### config.mk
export PLATFORM = sky130hd
export DESIGN_NAME = uwoc_tx_scheduler_flat
export DESIGN_NICKNAME = d
export VERILOG_FILES = /design/src/rtl/uwoc_tx_pkg.sv /design/src/rtl/uwoc_tx_scheduler_if.sv /design/src/rtl/uwoc_sched_timer.sv /design/src/rtl/uwoc_tx_scheduler.sv /design/src/flat_wrapper.sv
export SDC_FILE = /design/constraint.sdc
export NUM_CORES = 1
export LEC_CHECK = 0
export ABC_AREA = 1
export CAP_MARGIN = 10
export CORE_ASPECT_RATIO = 1.75
export CORE_MARGIN = 4
export CORE_UTILIZATION = 52
export DETAILED_ROUTE_END_ITERATION = 8
export PLACE_DENSITY_LB_ADDON = 0.15
export SLEW_MARGIN = 10
export SYNTH_ARGS = -nofsm -noshare
export SYNTH_HDL_FRONTEND = slang
export SYNTH_HIERARCHICAL = 1
export SYNTH_SLANG_ARGS = --single-unit
### constraint.sdc
create_clock -name clk_130M -period 4.5 [get_ports clk_130M]
set_clock_uncertainty 0.2 [all_clocks]
set_input_delay 1.35 -clock clk_130M [delete_from_list [all_inputs] [get_ports clk_130M]]
set_output_delay 1.35 -clock clk_130M [all_outputs]
set_load 0.01 [all_outputs]
### src/rtl/uwoc_tx_pkg.sv
// Shared types and constants for the UWOC TX scheduler.
package uwoc_tx_pkg;

    localparam int unsigned RATE_W = 3;
    localparam int unsigned ERR_W  = 2;

    typedef enum logic [2:0] {
        ST_IDLE,
        ST_ARM,
        ST_KICK,
        ST_WAIT_BUSY,
        ST_RUN,
        ST_GAP,
        ST_RECOVER
    } sched_state_e;

    localparam logic [ERR_W-1:0] ERR_NONE    = 2'b00;
    localparam logic [ERR_W-1:0] ERR_BUSY_TO = 2'b01;
    localparam logic [ERR_W-1:0] ERR_RUN_TO  = 2'b10;
    localparam logic [ERR_W-1:0] ERR_ABORT   = 2'b11;

endpackage

### src/rtl/uwoc_tx_scheduler_if.sv
// Control/status link between the scheduler and the TX chain.
interface uwoc_tx_scheduler_if;
    import uwoc_tx_pkg::*;

    logic              tx_start;
    logic [RATE_W-1:0] tx_rate_sel;
    logic              tx_chain_rst_n;
    logic              tx_busy;
    logic              tx_done;

    modport master (output tx_start, tx_rate_sel, tx_chain_rst_n,
                    input  tx_busy, tx_done);
    modport slave  (input  tx_start, tx_rate_sel, tx_chain_rst_n,
                    output tx_busy, tx_done);
endinterface

### src/rtl/uwoc_sched_timer.sv
// Loadable down-counter; done_c is high once the count has reached zero.
module uwoc_sched_timer #(
    parameter int unsigned W = 24
) (
    input  logic         clk,
    input  logic         rst_n,
    input  logic         load,
    input  logic [W-1:0] load_val,
    output logic         done_c
);
    logic [W-1:0] cnt;

    always_ff @(posedge clk or negedge rst_n) begin
        if (!rst_n)           cnt <= '0;
        else if (load)        cnt <= load_val;
        else if (cnt != '0)   cnt <= cnt - W'(1);
    end

    assign done_c = (cnt == '0);
endmodule

### src/rtl/uwoc_tx_scheduler.sv
// Session sequencer for the UWOC TX chain: settle, kick, watchdog, gap, recovery.
module uwoc_tx_scheduler
    import uwoc_tx_pkg::*;
#(
    parameter int unsigned CNT_W      = 16,
    parameter int unsigned GAP_W      = 24,
    parameter int unsigned SETTLE_CYC = 8,
    parameter int unsigned BUSY_TO    = 1024,
    parameter int unsigned RST_CYC    = 16
) (
    input  logic               clk_130M,
    input  logic               rst_n,
    input  logic               cmd_start,
    input  logic               cmd_abort,
    input  logic [RATE_W-1:0]  cfg_rate_sel,
    input  logic [CNT_W-1:0]   cfg_frames,
    input  logic [GAP_W-1:0]   cfg_gap,
    input  logic [31:0]        cfg_run_timeout,
    uwoc_tx_scheduler_if.master tx,
    output logic               sched_busy,
    output logic               sched_done,
    output logic               sched_err,
    output logic [ERR_W-1:0]   err_code,
    output logic [CNT_W-1:0]   frames_sent
);
    localparam int unsigned      WD_W   = 32;
    localparam logic [WD_W-1:0]  WD_MAX = '1;

    sched_state_e      state, state_nxt;
    logic [CNT_W-1:0]  frames_cfg;
    logic [GAP_W-1:0]  gap_cfg;
    logic [WD_W-1:0]   run_to_cfg;
    logic [WD_W-1:0]   wd_cnt, wd_inc_c;
    logic [CNT_W-1:0]  frames_inc_c;
    logic              accept_c, frame_done_c, done_set_c, err_set_c;
    logic [ERR_W-1:0]  err_val_c;
    logic              tmr_load_c, tmr_done_c;
    logic [GAP_W-1:0]  tmr_val_c;
    logic              tx_start_q, chain_rst_n_q;
    logic [RATE_W-1:0] rate_q;

    assign wd_inc_c     = (wd_cnt == WD_MAX) ? wd_cnt : wd_cnt + WD_W'(1);
    assign frames_inc_c = frames_sent + CNT_W'(1);

    always_ff @(posedge clk_130M or negedge rst_n) begin
        if (!rst_n) state <= ST_IDLE;
        else        state <= state_nxt;
    end

    // Next state plus the event strobes that feed the registered outputs.
    always_comb begin
        state_nxt    = state;
        accept_c     = 1'b0;
        frame_done_c = 1'b0;
        done_set_c   = 1'b0;
        err_set_c    = 1'b0;
        err_val_c    = ERR_NONE;
        case (state)
            ST_IDLE: if (cmd_start) begin
                accept_c  = 1'b1;
                state_nxt = ST_ARM;
            end
            ST_ARM:  if (tmr_done_c) state_nxt = ST_KICK;
            ST_KICK: state_nxt = ST_WAIT_BUSY;
            ST_WAIT_BUSY, ST_RUN: begin
                if (tx.tx_done) begin
                    frame_done_c = 1'b1;
                    if (frames_cfg != '0 && frames_inc_c == frames_cfg) begin
                        done_set_c = 1'b1;
                        state_nxt  = ST_IDLE;
                    end else begin
                        state_nxt  = ST_GAP;
                    end
                end else if (state == ST_WAIT_BUSY) begin
                    if (tx.tx_busy) begin
                        state_nxt = ST_RUN;
                    end else if (wd_inc_c >= WD_W'(BUSY_TO)) begin
                        err_set_c = 1'b1;
                        err_val_c = ERR_BUSY_TO;
                    end
                end else if (run_to_cfg != '0 && wd_inc_c >= run_to_cfg) begin
                    err_set_c = 1'b1;
                    err_val_c = ERR_RUN_TO;
                end
            end
            ST_GAP:     if (tmr_done_c) state_nxt = ST_ARM;
            ST_RECOVER: if (tmr_done_c) state_nxt = ST_IDLE;
            default:    state_nxt = ST_IDLE;
        endcase
        // Abort overrides any completion or timeout seen in the same cycle.
        if (cmd_abort && state != ST_IDLE) begin
            err_set_c  = 1'b1;
            err_val_c  = ERR_ABORT;
            done_set_c = 1'b0;
        end
        if (err_set_c) state_nxt = ST_RECOVER;
    end

    // Dwell timer is loaded on entry to ARM, GAP and RECOVER; a zero gap still dwells one cycle.
    always_comb begin
        tmr_load_c = (state_nxt != state);
        tmr_val_c  = '0;
        case (state_nxt)
            ST_ARM:     tmr_val_c = GAP_W'(SETTLE_CYC - 1);
            ST_GAP:     tmr_val_c = (gap_cfg == '0) ? '0 : gap_cfg - GAP_W'(1);
            ST_RECOVER: tmr_val_c = GAP_W'(RST_CYC - 1);
            default:    tmr_load_c = 1'b0;
        endcase
    end

    uwoc_sched_timer #(.W(GAP_W)) u_timer (
        .clk      (clk_130M),
        .rst_n    (rst_n),
        .load     (tmr_load_c),
        .load_val (tmr_val_c),
        .done_c   (tmr_done_c)
    );

    // Cycles elapsed since tx_start; one counter serves both watchdogs.
    always_ff @(posedge clk_130M or negedge rst_n) begin
        if (!rst_n)                wd_cnt <= '0;
        else if (state == ST_KICK) wd_cnt <= WD_W'(1);
        else                       wd_cnt <= wd_inc_c;
    end

    always_ff @(posedge clk_130M or negedge rst_n) begin
        if (!rst_n) begin
            tx_start_q    <= 1'b0;
            chain_rst_n_q <= 1'b0;
            sched_busy    <= 1'b0;
            sched_done    <= 1'b0;
        end else begin
            tx_start_q    <= (state_nxt == ST_KICK);
            chain_rst_n_q <= (state_nxt != ST_RECOVER);
            sched_busy    <= (state_nxt != ST_IDLE);
            sched_done    <= done_set_c;
        end
    end

    always_ff @(posedge clk_130M or negedge rst_n) begin
        if (!rst_n) begin
            rate_q      <= '0;
            frames_cfg  <= '0;
            gap_cfg     <= '0;
            run_to_cfg  <= '0;
            frames_sent <= '0;
            sched_err   <= 1'b0;
            err_code    <= ERR_NONE;
        end else if (accept_c) begin
            rate_q      <= cfg_rate_sel;
            frames_cfg  <= cfg_frames;
            gap_cfg     <= cfg_gap;
            run_to_cfg  <= cfg_run_timeout;
            frames_sent <= '0;
            sched_err   <= 1'b0;
            err_code    <= ERR_NONE;
        end else begin
            if (frame_done_c) frames_sent <= frames_inc_c;
            if (err_set_c) begin
                sched_err <= 1'b1;
                err_code  <= err_val_c;
            end
        end
    end

    assign tx.tx_start       = tx_start_q;
    assign tx.tx_rate_sel    = rate_q;
    assign tx.tx_chain_rst_n = chain_rst_n_q;
endmodule
### src/flat_wrapper.sv
// flat-port wrapper written by rule: the top's interface ports become plain ports
module uwoc_tx_scheduler_flat import uwoc_tx_pkg::*;
#(
    parameter int unsigned CNT_W      = 16,
    parameter int unsigned GAP_W      = 24,
    parameter int unsigned SETTLE_CYC = 8,
    parameter int unsigned BUSY_TO    = 1024,
    parameter int unsigned RST_CYC    = 16
)
  (clk_130M, rst_n, cmd_start, cmd_abort, cfg_rate_sel, cfg_frames, cfg_gap, cfg_run_timeout, sched_busy, sched_done, sched_err, err_code, frames_sent, tx_tx_start, tx_tx_rate_sel, tx_tx_chain_rst_n, tx_tx_busy, tx_tx_done);
  uwoc_tx_scheduler_if tx_i ();
  input  logic clk_130M;
  input  logic rst_n;
  input  logic cmd_start;
  input  logic cmd_abort;
  input  logic [RATE_W-1:0] cfg_rate_sel;
  input  logic [CNT_W-1:0] cfg_frames;
  input  logic [GAP_W-1:0] cfg_gap;
  input  logic [31:0] cfg_run_timeout;
  output logic sched_busy;
  output logic sched_done;
  output logic sched_err;
  output logic [ERR_W-1:0] err_code;
  output logic [CNT_W-1:0] frames_sent;
  output wire logic [$bits(tx_i.tx_start)-1:0] tx_tx_start;
  output wire logic [$bits(tx_i.tx_rate_sel)-1:0] tx_tx_rate_sel;
  output wire logic [$bits(tx_i.tx_chain_rst_n)-1:0] tx_tx_chain_rst_n;
  input wire logic [$bits(tx_i.tx_busy)-1:0] tx_tx_busy;
  input wire logic [$bits(tx_i.tx_done)-1:0] tx_tx_done;
  assign tx_tx_start = tx_i.tx_start;
  assign tx_tx_rate_sel = tx_i.tx_rate_sel;
  assign tx_tx_chain_rst_n = tx_i.tx_chain_rst_n;
  assign tx_i.tx_busy = tx_tx_busy;
  assign tx_i.tx_done = tx_tx_done;
  uwoc_tx_scheduler #(.CNT_W(CNT_W), .GAP_W(GAP_W), .SETTLE_CYC(SETTLE_CYC), .BUSY_TO(BUSY_TO), .RST_CYC(RST_CYC)) u_core (.clk_130M(clk_130M), .rst_n(rst_n), .cmd_start(cmd_start), .cmd_abort(cmd_abort), .cfg_rate_sel(cfg_rate_sel), .cfg_frames(cfg_frames), .cfg_gap(cfg_gap), .cfg_run_timeout(cfg_run_timeout), .tx(tx_i), .sched_busy(sched_busy), .sched_done(sched_done), .sched_err(sched_err), .err_code(err_code), .frames_sent(frames_sent));
endmodule
# == After elaboration in Yosys (flattened, before gate mapping) ==
# Index checks and enable logic that the tools add are counted.
# classes
shift,0
div,0
n_addsub,4
muxes,45
multipliers,0
eq_ne,14
bitwise,0
order_cmp,2
reduce_logical,16
# op_table
op,n
$mux W24,3
$pmux W24 S3,1
$mux W32,2
$logic_not A24 Y1,2
$sub A24 B1 Y24 const B,2
$add A32 B1 Y32 const B,1
$eq A32 B32 Y1 const B,1
$ge A32 B11 Y1 const B,1
$ge A32 B32 Y1,1
$mux W16,2
$reduce_bool A32 Y1,1
$mux W3,9
$reduce_bool A24 Y1,1
$mux W1,19
$pmux W3 S6,1
$add A16 B1 Y16 const B,1
$eq A16 B16 Y1,1
$mux W2,8
$reduce_bool A16 Y1,1
$eq A3 B3 Y1 const B,5
$eq A3 B2 Y1 const B,3
$eq A3 B1 Y1 const B,2
$reduce_bool A2 Y1,3
$reduce_bool A3 Y1,2
6 further kinds,8
# totals
rom_bits,0
latchBits,0
memories,0
in_bits,81
mem_bits_rw,0
ff_bits,157

# == Depth between registers and ports, before layout ==
# Gate-level depths: netlist of run 1.
# depth
depth_word,14
mapped_depth,43
ltp_nobuf,40

# == Cells and area by module ==
# Netlist of run 1, hierarchy kept.
# by_module_without_submodules
mod,area_per_inst_um2,n_inst,cells_each,seq_area_each_um2
uwoc_tx_scheduler,8206.6,1,1122,3328.2
uwoc_sched_timer,1619.1,1,254,600.6

# == Worst setup path before layout of run 1 ==
# Ideal clock, no wire load.
# synth_timing
path_kind,flip-flop to flip-flop
start,register u_core.wd_cnt[0]
end,register u_core.u_timer.cnt[11]
arrival_time_ps,4224
t_required_ps,4184
path_stages_with_launch,41
n_path_buf,4
synth_period_minus_slack_ps,4541
slack_ps,-41
path_cell_list,dfrtp_1 > ha_1 > nand2_1 > nor2_4 > nand2_4 > nor2_8 > nand3_2 > buf_2 > buf_1 > xor2_1 > ha_1 > nand2_1 > nor2_1 > nor2_1 > nand2_1 > nand2_1 > nand2_1 > nand2_1 > [... 5 more ...] > nand2_1 > nand2_1 > nand2_1 > nand2_1 > nand2_1 > nand2_1 > nand2_1 > nand3_1 > o21ai_0 > nand2_1 > inv_1 > clkbuf_1 > inv_1 > nand2_2 > inv_2 > buf_6 > nand2_1 > nand2_1
# synth_via
elab_chain_cells,14
word_cells_on_any_way,23
# synth_rtl
element,line,text
start: declaration,uwoc_tx_scheduler.sv:33,"logic [WD_W-1:0] wd_cnt, wd_inc_c;"
start signal: assignment,uwoc_tx_scheduler.sv:123,else wd_cnt <= wd_inc_c;
$add A32 B1 Y32 or $eq A32 B32 Y1 (tied branches),uwoc_tx_scheduler.sv:42,assign wd_inc_c = (wd_cnt == WD_MAX) ? wd_cnt : wd_cnt + WD_W'(1);
$mux W32 (*),uwoc_tx_scheduler.sv:42,
$ge A32 B11 Y1 or $ge A32 B32 Y1 (tied branches),"uwoc_tx_scheduler.sv:77, uwoc_tx_scheduler.sv:81",
$mux W1 or $logic_and A1 B1 Y1 (tied branches),"uwoc_tx_scheduler.sv:77, uwoc_tx_scheduler.sv:81",
"$mux W1, on equally long branches","uwoc_tx_scheduler.sv:75, uwoc_tx_scheduler.sv:81",
$mux W1 (*),uwoc_tx_scheduler.sv:74,end else if (state == ST_WAIT_BUSY) begin
$mux W1 (*),uwoc_tx_scheduler.sv:66,if (tx.tx_done) begin
$mux W1 (*),uwoc_tx_scheduler.sv:58,case (state)
$mux W1 (*),uwoc_tx_scheduler.sv:91,if (cmd_abort && state != ST_IDLE) begin
$mux W3 (*),uwoc_tx_scheduler.sv:96,if (err_set_c) state_nxt = ST_RECOVER;
$eq A3 B1 Y1 or $eq A3 B3 Y1 (tied branches),uwoc_tx_scheduler.sv:103,case (state_nxt)
$reduce_or A3 Y1 (no line),--,
$mux W1 (*),uwoc_tx_scheduler.sv:103,
named net u_core.tmr_load_c,uwoc_tx_scheduler.sv:37,"logic tmr_load_c, tmr_done_c;"
$mux W24 or $reduce_bool A2 Y1 (tied branches),--,
end signal: assignment,uwoc_sched_timer.sv:15,else if (load) cnt <= load_val;
end signal: assignment,uwoc_sched_timer.sv:16,else if (cnt != '0) cnt <= cnt - W'(1);
end: declaration,uwoc_sched_timer.sv:11,logic [W-1:0] cnt;
# The timed path passes the listed nets; every way through them passes the cells marked *.
# A chain may end at the register's enable or synchronous reset.

# == Final worst setup path of run 1 ==
# layout_timing
start,register u_core.wd_cnt[1]
end,register u_core.u_timer.cnt[9]
# Same word-level chain as after synthesis.

==> results of run 1 <==
==> cell families after synthesis <==
group                    after synthesis  share of synthesized area, %
buffers and inverters                185                         7.386
AND/OR/NAND/NOR                      800                         34.79
XOR/XNOR                              63                         5.756
AO/OA/AOI/OAI                        135                         7.500
adder cells (fa/ha/maj)               36                         4.584
flip-flops                           157                         39.98
==> registers in the layout, summed over array words and instances, names as in the netlist <==
| register | flops |
|---|---|
| u_core/run_to_cfg | 32 |
| u_core/state | 3 |
| u_core/wd_cnt | 32 |
| u_core/frames_cfg | 16 |
| u_core/tx.tx_rate_sel | 3 |
| u_core/sched_busy | 1 |
| u_core/u_timer/cnt | 24 |
| u_core/sched_err | 1 |
| u_core/gap_cfg | 24 |
| u_core/tx.tx_start | 1 |
| u_core/frames_sent | 16 |
| u_core/tx.tx_chain_rst_n | 1 |
| u_core/err_code | 2 |
| u_core/sched_done | 1 |
==> through the flow <==
| stage | TNS [ps] | instance area [um^2] | util [%] |
|---|---|---|---|
| after floorplan | 0 | 9827 | - |
| after global placement | -1423 | 11490 | 61.86 |
| after detailed placement | -2696 | 11490 | 61.86 |
| after CTS | 0 | 12120 | 65.23 |
| after global routing | -191.7 | 12290 | 66.15 |
| final | 0 | 12290 | 66.15 |
==> worst min-delay path, delay by kind of cell, from the launching register on <==
kind	cells	cell delay, ps
and+or+nand+nor	2	100
DFF	1	340
==> worst paths after layout <==
| path | startpoint | endpoint | slack [ps] | depth (start not counted) |
|---|---|---|---|---|
| worst max-delay path | u_core/wd_cnt[1] | u_core/u_timer/cnt[9] | 250 | 35 |
| worst min-delay path | u_core/tx.tx_rate_sel[1] | u_core/tx.tx_rate_sel[1] | 280 | 2 |
| worst max register to register | u_core/wd_cnt[1] | u_core/u_timer/cnt[9] | 250 | 35 |
| worst min register to register | u_core/tx.tx_rate_sel[1] | u_core/tx.tx_rate_sel[1] | 280 | 2 |
| max in group asynchronous | rst_n | u_core/u_timer/cnt[16] | 2470 | 2 |
| min in group asynchronous | rst_n | u_core/u_timer/cnt[23] | 800 | 1 |
==> timing repair <==
| action | CTS | global route |
|---|---|---|
| pin swaps | 0 | 19 |
| buffers inserted | 0 | 8 |
| hold endpoints to repair | 0 | 0 |
| endpoints found under the setup margin | 3 | 24 |
| resized for setup | 1 | 35 |
==> where the power goes <==
group / internal [mW] / switching [mW]
Clock: 0.901 / 0.632
Combinational: 1.41 / 2.07
Sequential: 1.96 / 0.534
==> cell usage in the layout, fill, tap and decap left out, types with 3 or more instances in the layout <==
master	Yosys	final
nor3_1	26	25
buf_4	1	58
a211oi_1	6	5
nand3_4	1	3
nor2_1	146	143
nand4_1	24	24
or2_2	6	6
xnor2_1	18	17
dfrtp_1	157	157
nor4_1	10	10
nand3b_1	6	6
nor2_4	1	3
nand2_2	2	8
clkbuf_16	0	17
o21ai_0	73	71
ha_1	36	35
xor2_1	44	42
bufinv_16	0	3
buf_12	0	3
nor3_2	5	6
inv_6	0	4
nor2_2	28	29
clkinv_2	1	4
inv_2	4	6
a21oi_1	38	37
clkdlybuf4s50_1	0	105
buf_6	3	4
nand2_1	482	475
inv_1	144	139
nand3_1	52	51
o22ai_1	9	9
==> final cells by class <==
class	count	area [um^2]
fillers	1660	6290
multi-input cells	1034	5280
flip-flops and latches	157	3929
repair buffers	170	1592
inverters	150	570.5
clock buffers	18	439.2
well taps	238	297.8
clock inverters	14	182.7
==> per-layer routing <==
metal	global-route usage [%]	up-vias
li1	-	4661
met1	28.86	4323
met2	52.82	217
met3	4.010	76
met4	15.83	0
met5	0	-
==> metrics, run 1 <==
Bufs and invs on worst path 6; arrival time of the worst setup path 4370 ps; Setup Viol. Count Final 0; critical path class flip-flop to flip-flop; Area Growth Syn to Fin 25.09%; # Max-Cap Violations 0; element type at the critical path end flip-flop; YS warnings 6; cell family with most CP delay simple AND/OR/NAND/NOR gates; area leader, netlist dfrtp_1; Initial Utilization 52.88%; metal1 wirelength 10280 um; routed vias 9277; drt first pass iters 5; min-delay worst type flip-flop to flip-flop; CTS H-tree lvls 4; largest net degree at the start of global routing 94; syn_area_per_cell 7.141 um^2; initial antenna violation count 0; clock buffer depth 2; number of global-route vias before repair 9565; cts bufs inserted 17; Post-DRT Antenna Nets 0; 1st-iter DRT viols 543; RSZ-0062 raised after global routing true; CTS tree built; global-route wire length before repair 46760 um; CTS Sinks 157; # diodes 0; Synth Register Bits 157; cell with the most instances after synthesis nand2_1; floorplan row count 66; Final Wtd Congestion 0.9554; number of I/O pins 107; Reg clk slew, reported paths 70 ps; Hold Fails Final Rpt 0; main flop type after synthesis dfrtp_1; height of the die 189.8 um; CP max FO 6; Worst EP required 4630 ps; Max Clk Rate 235.5 MHz; Peak VDD IR 0.3698 mV; top sig layer met4; Crit-path slowest cell dfrtp_1; worst-margin pin slew 937.1 ps; Max-Slew Margin vs Limit 37.52%; top cells by count, synth 482 x nand2_1, 157 x dfrtp_1, 146 x nor2_1, 144 x inv_1, 73 x o21ai_0; total die area 21250 um^2; critical path's most frequent cell nand2_1; Placed Cells incl. Taps 1742; ys async rst share 100.0%; min Tclk post-route 4245 ps; Synth top area share 39.98%; root buf cell clkbuf_16; DR WL/cell 16.13 um; post-synth net total 1493; Setup WS post-layout 254.6 ps; Synth Instances 1376; CP startpoint kind flip-flop; insertion delay to the later sink of the worst-skew pair 440 ps; Total Routing Usage GR 27.90%; number of vias per cell 5.209; CP max stage delay 360 ps; post-synthesis sequential area ratio 39.98%; Post-CTS Hold Fix Bufs 0; Final Non-Filler Cells 1781; post-detail-place hpwl 22310 um; final period utilization 94.34%; port bufs 106; Fin Hold WS 281.4 ps; Power Density 610.3 nW/um^2; Place WS -172.2 ps; Distinct cells, synth 46; Max Slew Vio Count 0; synthesized area 9826 um^2; Synth area leaders dfrtp_1 40%, nand2_1 18%, nor2_1 5.6%, inv_1 5.5%, ha_1 4.6%; die span in x 111.9 um; LEAKAGE 6.180 nW; share of cells above drive strength 1 11.60%; EDFF count, synth 0; CORE AREA 18580 um^2; Routed met2 length 15910 um; Nets 1647; DRC violations left 0; final wirelength 28720 um; grt ovf 0; Detail Route met3 WL 973 um; Total Power 7.501 mW; outcome complete, no violations
No activity file was read; power rests on OpenSTA's default activity.
==> run 2: changes to the inputs <==
Settings changed: CAP_MARGIN 10 to 5, CORE_ASPECT_RATIO 1.75 to not set.
==> run 2 against run 1 <==
  * Combinational power down 5.7%
  * Sequential cell count stayed put
  * Design area is 2.9% lower
  * Global-route usage is 3.9 points lower
  * Routed wire length decreased by 12%
  * First-iteration DRC count rose by 3.7%
  * Clock-buffer cell count fell by 1
  * Non-clock buffer count fell by 42
  * Critical path depth up 3
  * Power shrank 3.8%
  * Die area fell by 0.41%
==> metrics, run 2 (synthesis gave the netlist of run 1 again) <==
outcome complete, no violations (unchanged); number of I/O pins 107 (unchanged); DR WL/cell 14.60 um (was 16.13 um); element type at the critical path end flip-flop (unchanged); final period utilization 91.81% (was 94.34%); Crit-path slowest cell dfrtp_1 (unchanged); critical path's most frequent cell nand2_1 (unchanged); Worst EP required 4600 ps (was 4630 ps); global-route wire length before repair 41990 um (was 46760 um); min Tclk post-route 4132 ps (was 4245 ps); DRC violations left 0 (unchanged); final wirelength 25320 um (was 28720 um); Initial Utilization 52.70% (was 52.88%); area of the multi-input gates 5294 um^2 (was 5280 um^2); number of vias per cell 5.109 (was 5.209); CTS tree built (unchanged); Reg clk slew, reported paths 70 ps (about the same); die span in x 145.5 um (was 111.9 um); biggest regs u_core/run_to_cfg: 32 flops, u_core/wd_cnt: 32 flops (unchanged); Peak VDD IR 0.3127 mV (was 0.3698 mV); Final Wtd Congestion 0.9451 (was 0.9554); critical path class flip-flop to flip-flop (unchanged); worst-margin pin slew 838.9 ps (was 937.1 ps); Total Power 7.215 mW (was 7.501 mW); largest net degree at the start of global routing 88 (was 94); Post-DRT Antenna Nets 0 (unchanged); min-delay worst type flip-flop to flip-flop (unchanged); Total Routing Usage GR 24.04% (was 27.90%); worst r2r src u_core/wd_cnt[1] (unchanged); reg-to-reg slack, setup 370 ps (was 250 ps); Max Clk Rate 242.0 MHz (was 235.5 MHz); root buf cell clkbuf_16 (unchanged); CP max FO 7 (was 6); post-detail-place hpwl 19200 um (was 22310 um); Max Slew Vio Count 0 (unchanged); insertion delay to the later sink of the worst-skew pair 430 ps (was 440 ps); height of the die 145.5 um (was 189.8 um); Placed Cells incl. Taps 1697 (was 1742); # Max-Cap Violations 0 (unchanged); number of global-route vias before repair 8503 (was 9565); Bufs and invs on worst path 2 (was 6); Area Growth Syn to Fin 21.44% (was 25.09%); Post-CTS Hold Fix Bufs 0 (unchanged); FF-to-FF path depth 38 (was 35); cts bufs inserted 17 (unchanged); grt ovf 0 (unchanged); FF/Latch Area 3930 um^2 (was 3929 um^2); routed vias 8864 (was 9277); Worst Setup EP u_core/u_timer/cnt[1] (was u_core/u_timer/cnt[9]); Max-Slew Margin vs Limit 43.86% (was 37.52%); Final Non-Filler Cells 1735 (was 1781); CP startpoint kind flip-flop (unchanged); arrival time of the worst setup path 4230 ps (was 4370 ps); CP max stage delay 360 ps (about the same); most common cell after layout, fill and taps aside nand2_1 (unchanged); LEAKAGE 5.958 nW (was 6.180 nW); drt first pass iters 8 (was 5); most frequent cells in the layout 473 x nand2_1, 156 x dfrtp_1, 141 x inv_1 (was 475 x nand2_1, 157 x dfrtp_1, 143 x nor2_1); floorplan row count 50 (was 66); share of cells above drive strength 1 9.127% (was 11.60%); cell family with most CP delay simple AND/OR/NAND/NOR gates (unchanged); Fillers 1732 (was 1660); Nets 1605 (was 1647); total die area 21160 um^2 (was 21250 um^2); clock buffer depth 2 (unchanged); Reg-to-Reg End u_core/u_timer/cnt[1] (was u_core/u_timer/cnt[9]); port bufs 106 (unchanged); Crit path depth 38 (was 35); hold path depth 2 (unchanged); Fin Hold WS 285.0 ps (was 281.4 ps); Hold Fails Final Rpt 0 (unchanged); Setup Viol. Count Final 0 (unchanged); # diodes 0 (unchanged); Power Density 604.7 nW/um^2 (was 610.3 nW/um^2); CTS Sinks 157 (unchanged); CTS H-tree lvls 4 (unchanged); 1st-iter DRT viols 563 (was 543); Setup crit start u_core/wd_cnt[1] (unchanged); initial antenna violation count 0 (unchanged); CORE AREA 18640 um^2 (was 18580 um^2)
[run 2: cell types whose count changed in the layout (fill, tap and decap cells not counted), moves of 3 or more]
cell,delta
nor2_1,-3
nand3_4,+3
nor2_2,+3
buf_4,-39
[run 2: how the worst min path moves through the flow]
stage	from	endpoint	slack (ps)
after floorplan	u_core/run_to_cfg[0]	u_core/run_to_cfg[0]	280
after global placement	u_core/err_code[0]	u_core/err_code[0]	260
after detailed placement	u_core/err_code[0]	u_core/err_code[0]	270
after CTS	u_core/err_code[0]	u_core/err_code[0]	290
after global routing	u_core/err_code[0]	u_core/err_code[0]	300
final	u_core/err_code[0]	u_core/err_code[0]	280
[run 2: worst reg2reg max path, delay by kind of cell (launching register included)]
family,cells,cell delay [ps]
simple gates,31,2520
fa+ha+maj,2,450
flops,1,360
compound gates,3,320
buf+inv,2,160
[run 2: routing by layer]
metal	up-vias	share of wire, %	GRT usage, %	routed length, um
li1	4577	-	-	-
met1	4050	50	36.25	12610
met2	216	43	35.57	10940
met3	21	5.6	4.547	1429
met4	0	1.3	6.600	340
met5	-	0	0	0
[run 2: area by class of cell]
cell class | count | area share [%]
Multi-Input combinational cell | 1034 | 44.36
Timing Repair Buffer | 128 | 10.45
Sequential cell | 157 | 32.93
Clock inverter | 15 | 1.489
Tap cell | 234 | 2.454
Clock buffer | 17 | 3.565
Inverter | 150 | 4.739
[run 2: metrics by stage]
stage | setup slack (ps) | instance area [um^2] | util (%) | setup TNS, ps
4_1_cts | 40.18 | 11760 | 63.09 | 0
2_1_floorplan | 59.63 | 9827 | - | 0
3_3_place_gp | 208.8 | 11160 | 59.84 | 0
5_1_grt | -15.11 | 11930 | 64.01 | -15.11
6_report | 368.4 | 11930 | 64.01 | 0
3_5_place_dp | -29.07 | 11160 | 59.84 | -29.07
[run 2: repair_timing]
action,CTS,global route
gates resized for setup,1,37
endpoints found under the hold margin,0,0
buffers inserted,0,6
setup endpoints to repair,3,24
cloned,0,0
pin swaps,1,15
[run 2: where the power goes]
part | leakage (nW) | total (mW) | internal, mW | switching [mW]
logic | 3.70 | 3.28 | 1.27 | 2.01
clock network | 0.286 | 1.47 | 0.837 | 0.636
registers | 1.97 | 2.46 | 1.96 | 0.504
total | 5.96 | 7.22 | 4.07 | 3.15
